$ cat src/rtl/gshare_pht.sv
// Gshare direction predictor: PC^history indexed PHT of 2-bit counters
// with an in-order in-flight queue so each resolve trains its own counter.
module gshare_pht #(
  parameter int W_PHT = 4,
  parameter int DEPTH = 4
) (
  input  logic                       clk,
  input  logic                       rst,
  input  logic                       EN,
  input  logic                       predict,
  input  logic [W_PHT-1:0]           pc,
  input  logic [W_PHT-1:0]           gbhr,
  output logic                       predict_ready,
  output logic                       pred_valid,
  output logic                       pred_taken,
  input  logic                       resolve,
  input  logic                       br_taken,
  output logic                       mispredict,
  output logic                       resolve_err,
  output logic [$clog2(DEPTH):0]     inflight
);

  localparam int PW = $clog2(DEPTH);
  localparam int CW = PW + 1;
  localparam int NE = 2 ** W_PHT;
  localparam logic [CW-1:0] FULL = CW'(DEPTH);

  logic [1:0]       r_pht   [NE];
  logic [W_PHT-1:0] r_q_idx [DEPTH];
  logic             r_q_pred[DEPTH];
  logic [PW-1:0]    r_head;
  logic [PW-1:0]    r_tail;
  logic [CW-1:0]    r_cnt;
  logic             r_pv;
  logic             r_pt;
  logic             r_mp;
  logic             r_err;

  logic [W_PHT-1:0] w_idx;
  logic             w_pbit;
  logic             w_pacc;
  logic             w_racc;
  logic             w_rerr;
  logic [W_PHT-1:0] w_hidx;
  logic             w_hpred;
  logic [1:0]       w_hctr;
  logic [1:0]       w_hnext;

  assign w_idx   = pc ^ gbhr;
  assign w_pbit  = r_pht[w_idx][1];
  assign predict_ready = (r_cnt != FULL);
  assign w_pacc  = predict && predict_ready && EN;
  assign w_racc  = resolve && EN && (r_cnt != '0);
  assign w_rerr  = resolve && EN && (r_cnt == '0);
  assign w_hidx  = r_q_idx[r_head];
  assign w_hpred = r_q_pred[r_head];
  assign w_hctr  = r_pht[w_hidx];

  // Saturating train step for the counter at the queue head
  always_comb begin
    w_hnext = w_hctr;
    if (br_taken) begin
      if (w_hctr != 2'b11) w_hnext = w_hctr + 2'b01;
    end else begin
      if (w_hctr != 2'b00) w_hnext = w_hctr - 2'b01;
    end
  end

  // PHT storage: reset to weak-NT, trained on resolve
  always_ff @(posedge clk) begin
    if (rst) begin
      for (int i = 0; i < NE; i++) r_pht[i] <= 2'b01;
    end else if (w_racc) begin
      r_pht[w_hidx] <= w_hnext;
    end
  end

  // In-flight queue payload, written at the tail on predict accept
  always_ff @(posedge clk) begin
    if (!rst && w_pacc) begin
      r_q_idx[r_tail]  <= w_idx;
      r_q_pred[r_tail] <= w_pbit;
    end
  end

  // Queue pointers and occupancy
  always_ff @(posedge clk) begin
    if (rst) begin
      r_head <= '0;
      r_tail <= '0;
      r_cnt  <= '0;
    end else begin
      if (w_pacc) r_tail <= r_tail + PW'(1);
      if (w_racc) r_head <= r_head + PW'(1);
      unique case ({w_pacc, w_racc})
        2'b10:   r_cnt <= r_cnt + CW'(1);
        2'b01:   r_cnt <= r_cnt - CW'(1);
        default: r_cnt <= r_cnt;
      endcase
    end
  end

  // Registered prediction and resolve status pulses
  always_ff @(posedge clk) begin
    if (rst) begin
      r_pv  <= 1'b0;
      r_pt  <= 1'b0;
      r_mp  <= 1'b0;
      r_err <= 1'b0;
    end else begin
      r_pv  <= w_pacc;
      if (w_pacc) r_pt <= w_pbit;
      r_mp  <= w_racc && (br_taken != w_hpred);
      r_err <= w_rerr;
    end
  end

  assign pred_valid  = r_pv;
  assign pred_taken  = r_pt;
  assign mispredict  = r_mp;
  assign resolve_err = r_err;
  assign inflight    = r_cnt;

endmodule

$ cat config.mk
export PLATFORM = sky130hd
export DESIGN_NAME = gshare_pht
export DESIGN_NICKNAME = d
export VERILOG_FILES = /design/src/rtl/gshare_pht.sv
export SDC_FILE = /design/constraint.sdc
export NUM_CORES = 1
export LEC_CHECK = 0
export CAP_MARGIN = 20
export CORE_MARGIN = 2
export CORE_UTILIZATION = 50
export CTS_CLUSTER_DIAMETER = 150
export DETAILED_ROUTE_END_ITERATION = 10
export DONT_BUFFER_PORTS = 1
export PLACE_DENSITY = 0.72
export SYNTH_ARGS = -nofsm -noshare
export SYNTH_HDL_FRONTEND = slang
export SYNTH_SLANG_ARGS = --single-unit
$ cat constraint.sdc
create_clock -name clk -period 2.8 [get_ports clk]
set_input_delay 0.56 -clock clk [delete_from_list [all_inputs] [get_ports clk]]
set_output_delay 0.56 -clock clk [all_outputs]
set_load 0.005 [all_outputs]
==> summary.md <==
| Metric | Value |
|---|---|
| Worst VDD drop | 0.3602 mV |
| CTS HTree Levels | 3 |
| Unrepaired setup endpoints after global routing | false |
| Max cap viols | 0 |
| Yosys cell types | 39 |
| YS warnings | 0 |
| Commonest non-fill, non-tap cell in the layout | edfxtp_1 |
| Area Overhead vs Synth | 10.82% |
| CTS sink cnt | 65 |
| Post-layout util | 57.32% |
| Slew @ Worst Pin | 0.6115 ns |
| # setup viols final | 0 |
| Sequential area share after synthesis | 55.47% |
| Leakage | 1.215 nW |
| Top-Level Pins | 22 |
| CTS Root Cell | clkbuf_8 |
| Number of port buffers | 0 |
| Worst slack, placed | -0.001405 ns |
| Vias | 2,060 |
| Fin Hold WS | 0.2793 ns |
| Fin area | 3640 um^2 |
| Clock Path Buffers | 2 |
| Final setup TNS | 0 ns |
| Post-Route WL | 6302 um |
| CP Class | reg2reg |
| Post-route ant nets | 0 |
| Clock power share | 38.6% |
| 1st-iter DRT viols | 81 |
| DRC viols | 0 |
| Mapped Cells | 254 |
| Post-CTS Hold Buffers | 0 |
| Drt first pass iters | 4 |
| Post-Place Cells | 330 |
| Post-Syn Area | 3284 um^2 |
| Share of layout cells above drive strength 1 | 19.19% |
| Startpoint types | register |
| Final Hold Fails | 0 |
| Fmax | 379.3 MHz |
| Final std cells w/o fill | 348 |
| Largest net degree at the start of global routing | 30 |
| Die Ht | 85.05 um |
| PnR Total Power | 2.232 mW |
| Setup ws final | 0.1638 ns |
| Vias per inst | 5.920 |
| Post-DP HPWL | 4521 um |
| Hold path depth | 1 |
| Register-to-Register Path Depth | 7 |
| Clk_skew | 0.007438 ns |
| Number of global-route vias before repair | 2,022 |
| Core area | 6350 um^2 |
| Reg2Reg Capture Point | r_pht[6][1] |
| Worst skew pair latency | 0.34 ns |
| Hold crit path type | in2reg |
| Net Count, Synth | 274 |
| Critical path arrival | 2.71 ns |
| Die area | 7234 um^2 |
| Sequential power share | 48.8% |
| Comb pwr share | 12.6% |
| Antenna violations before repair | 0 |
| Worst Path Required | 2.87 ns |
| P_int | 1.662 mW |
| DR WL/cell | 18.11 um |
| PwrDens | 613.1 nW/um^2 |
| Fin crit period | 2.636 ns |
| Sw Pwr | 0.5699 mW |
| Switching portion of total power | 25.54% |
| Global Route Usage Sum | 18.33% |
| Fillers | 517 |
| GP Congestion | 0.8163 |
| #FFs+latches synth | 65 |
| Clock transition at the registers of the reported paths | 0.08 ns |
| R2R setup slack | 0.16 ns |
| CTS tree | built |
| Die width | 85.05 um |
| Hold endpoint | r_tail[0] |
| Critical Path Fanout Max | 22 |
| Tcrit/Tclk final | 94.15% |
| Hold path start | rst |
| Run status | finished, final reports clean |
| Crit end category | register |
| Area after DPL | 3385 um^2 |
| Synthesized area per cell | 12.93 um^2 |
| Grt ovf | 0 |
| Initial core utilization | 51.72% |
| Net count, final | 286 |
| ANT cells | 0 |
| Relative slew slack | 59.08% |
| Commonest non-fill, non-tap cells in the layout | 52 x edfxtp_1, 19 x nor2_1, 18 x nand2_1, 18 x mux2i_1, 13 x dfxtp_1 |
| First-pass GRT wire length | 9984 um |
| Final Slew Violations | 0 |
| Num rows | 29 |
| CTS Buf Count | 9 |
[repair_timing]
item                       CTS  global route
resized for setup            1             2
setup endpoints to repair    2             7
setup buffers                0             2
[cell usage after synthesis (all sizes together)]
cell type  instances  area [um^2]
edfxtp            52         1562
nor2              19        71.32
mux2i             18        180.2
nand2             18        67.56
dfxtp             13        260.3
nand2b            12        75.07
nor4              11        68.82
or2               11        76.33
mux4              10        232.7
nand4b            10        87.58
o22ai              8        50.05
buf                7        65.05
xor2               7        61.31
and2               6        37.54
nand4              6        37.54
nor4b              6        52.55
ha                 5        62.56
inv                5        18.77
nor3               5        25.02
nor2b              4        25.02
a21oi              3        18.77
clkbuf             3        11.26
xnor2              3        26.28
nand3              2        10.01
o21ai              2        13.76
or3                2        12.51
a211oi             1        20.02
and3               1        6.260
fa                 1        20.02
nor3b              1        7.510
o211ai             1        12.51
or2b               1        8.760
[layout make-up]
class	count	area, um^2	area share (%)
timing repair buffer	11	95.09	2.613
inverter	5	18.77	0.5156
clock buffer	10	148.9	4.091
multi-input combinational	174	1388	38.12
tap	77	96.34	2.647
clock inverter	6	71.32	1.959
sequential	65	1822	50.05
[critical path, cell delays in order (launching register included)]
cell	delay, ns
dfxtp_1	0.40
mux4_2	0.55
buf_12	0.19
mux2i_1	0.23
o22ai_2	0.13
or2_4	0.28
nor2_1	0.48
nor4_1	0.10
[routing by layer]
metal  vias to the layer above  routed length [um]  global-route usage (%)
met5                         -                   0                       0
met4                         0                 100                   8.514
met1                      1007                2740                   23.62
met3                        11                 265                   3.016
li1                        991                   -                       -
met2                        51                3195                   30.40
[kinds of logic after synthesis]
family | share of synthesized area (%)
AND/OR/NAND/NOR | 20.38
flip-flops | 55.47
multiplexers | 12.57
AO/OA/AOI/OAI | 3.505
buffers and inverters | 2.895
XOR/XNOR | 2.667
adder cells (fa/ha/maj) | 2.514
[state kept, by name, indices dropped and copies added, names as in the netlist, named ones only]
name,count
resolve_err,1
r_q_idx,16
inflight,3
r_pht,32
r_head,2
r_tail,2
mispredict,1
pred_taken,1
pred_valid,1
r_q_pred,4
[worst max-delay path by stage]
stage / start / endpoint
floorplan: register / r_pht[0][1]
global placement: register / r_pht[13][1]
detailed placement: register / r_pht[7][1]
CTS: register / r_pht[7][1]
global route: register / r_pht[0][1]
finish: register / r_pht[6][1]
[power groups by stage]
stage | logic [mW] | registers [mW] | clock network, mW
3_5_place_dp | 0.271 | 1.11 | 0
2_1_floorplan | 0.218 | 1.11 | 0
3_3_place_gp | 0.268 | 1.11 | 0
6_report | 0.282 | 1.09 | 0.860
5_1_grt | 0.307 | 1.09 | 0.910
4_1_cts | 0.276 | 1.09 | 0.872
Note: power is estimated with default switching activity, not from simulation.
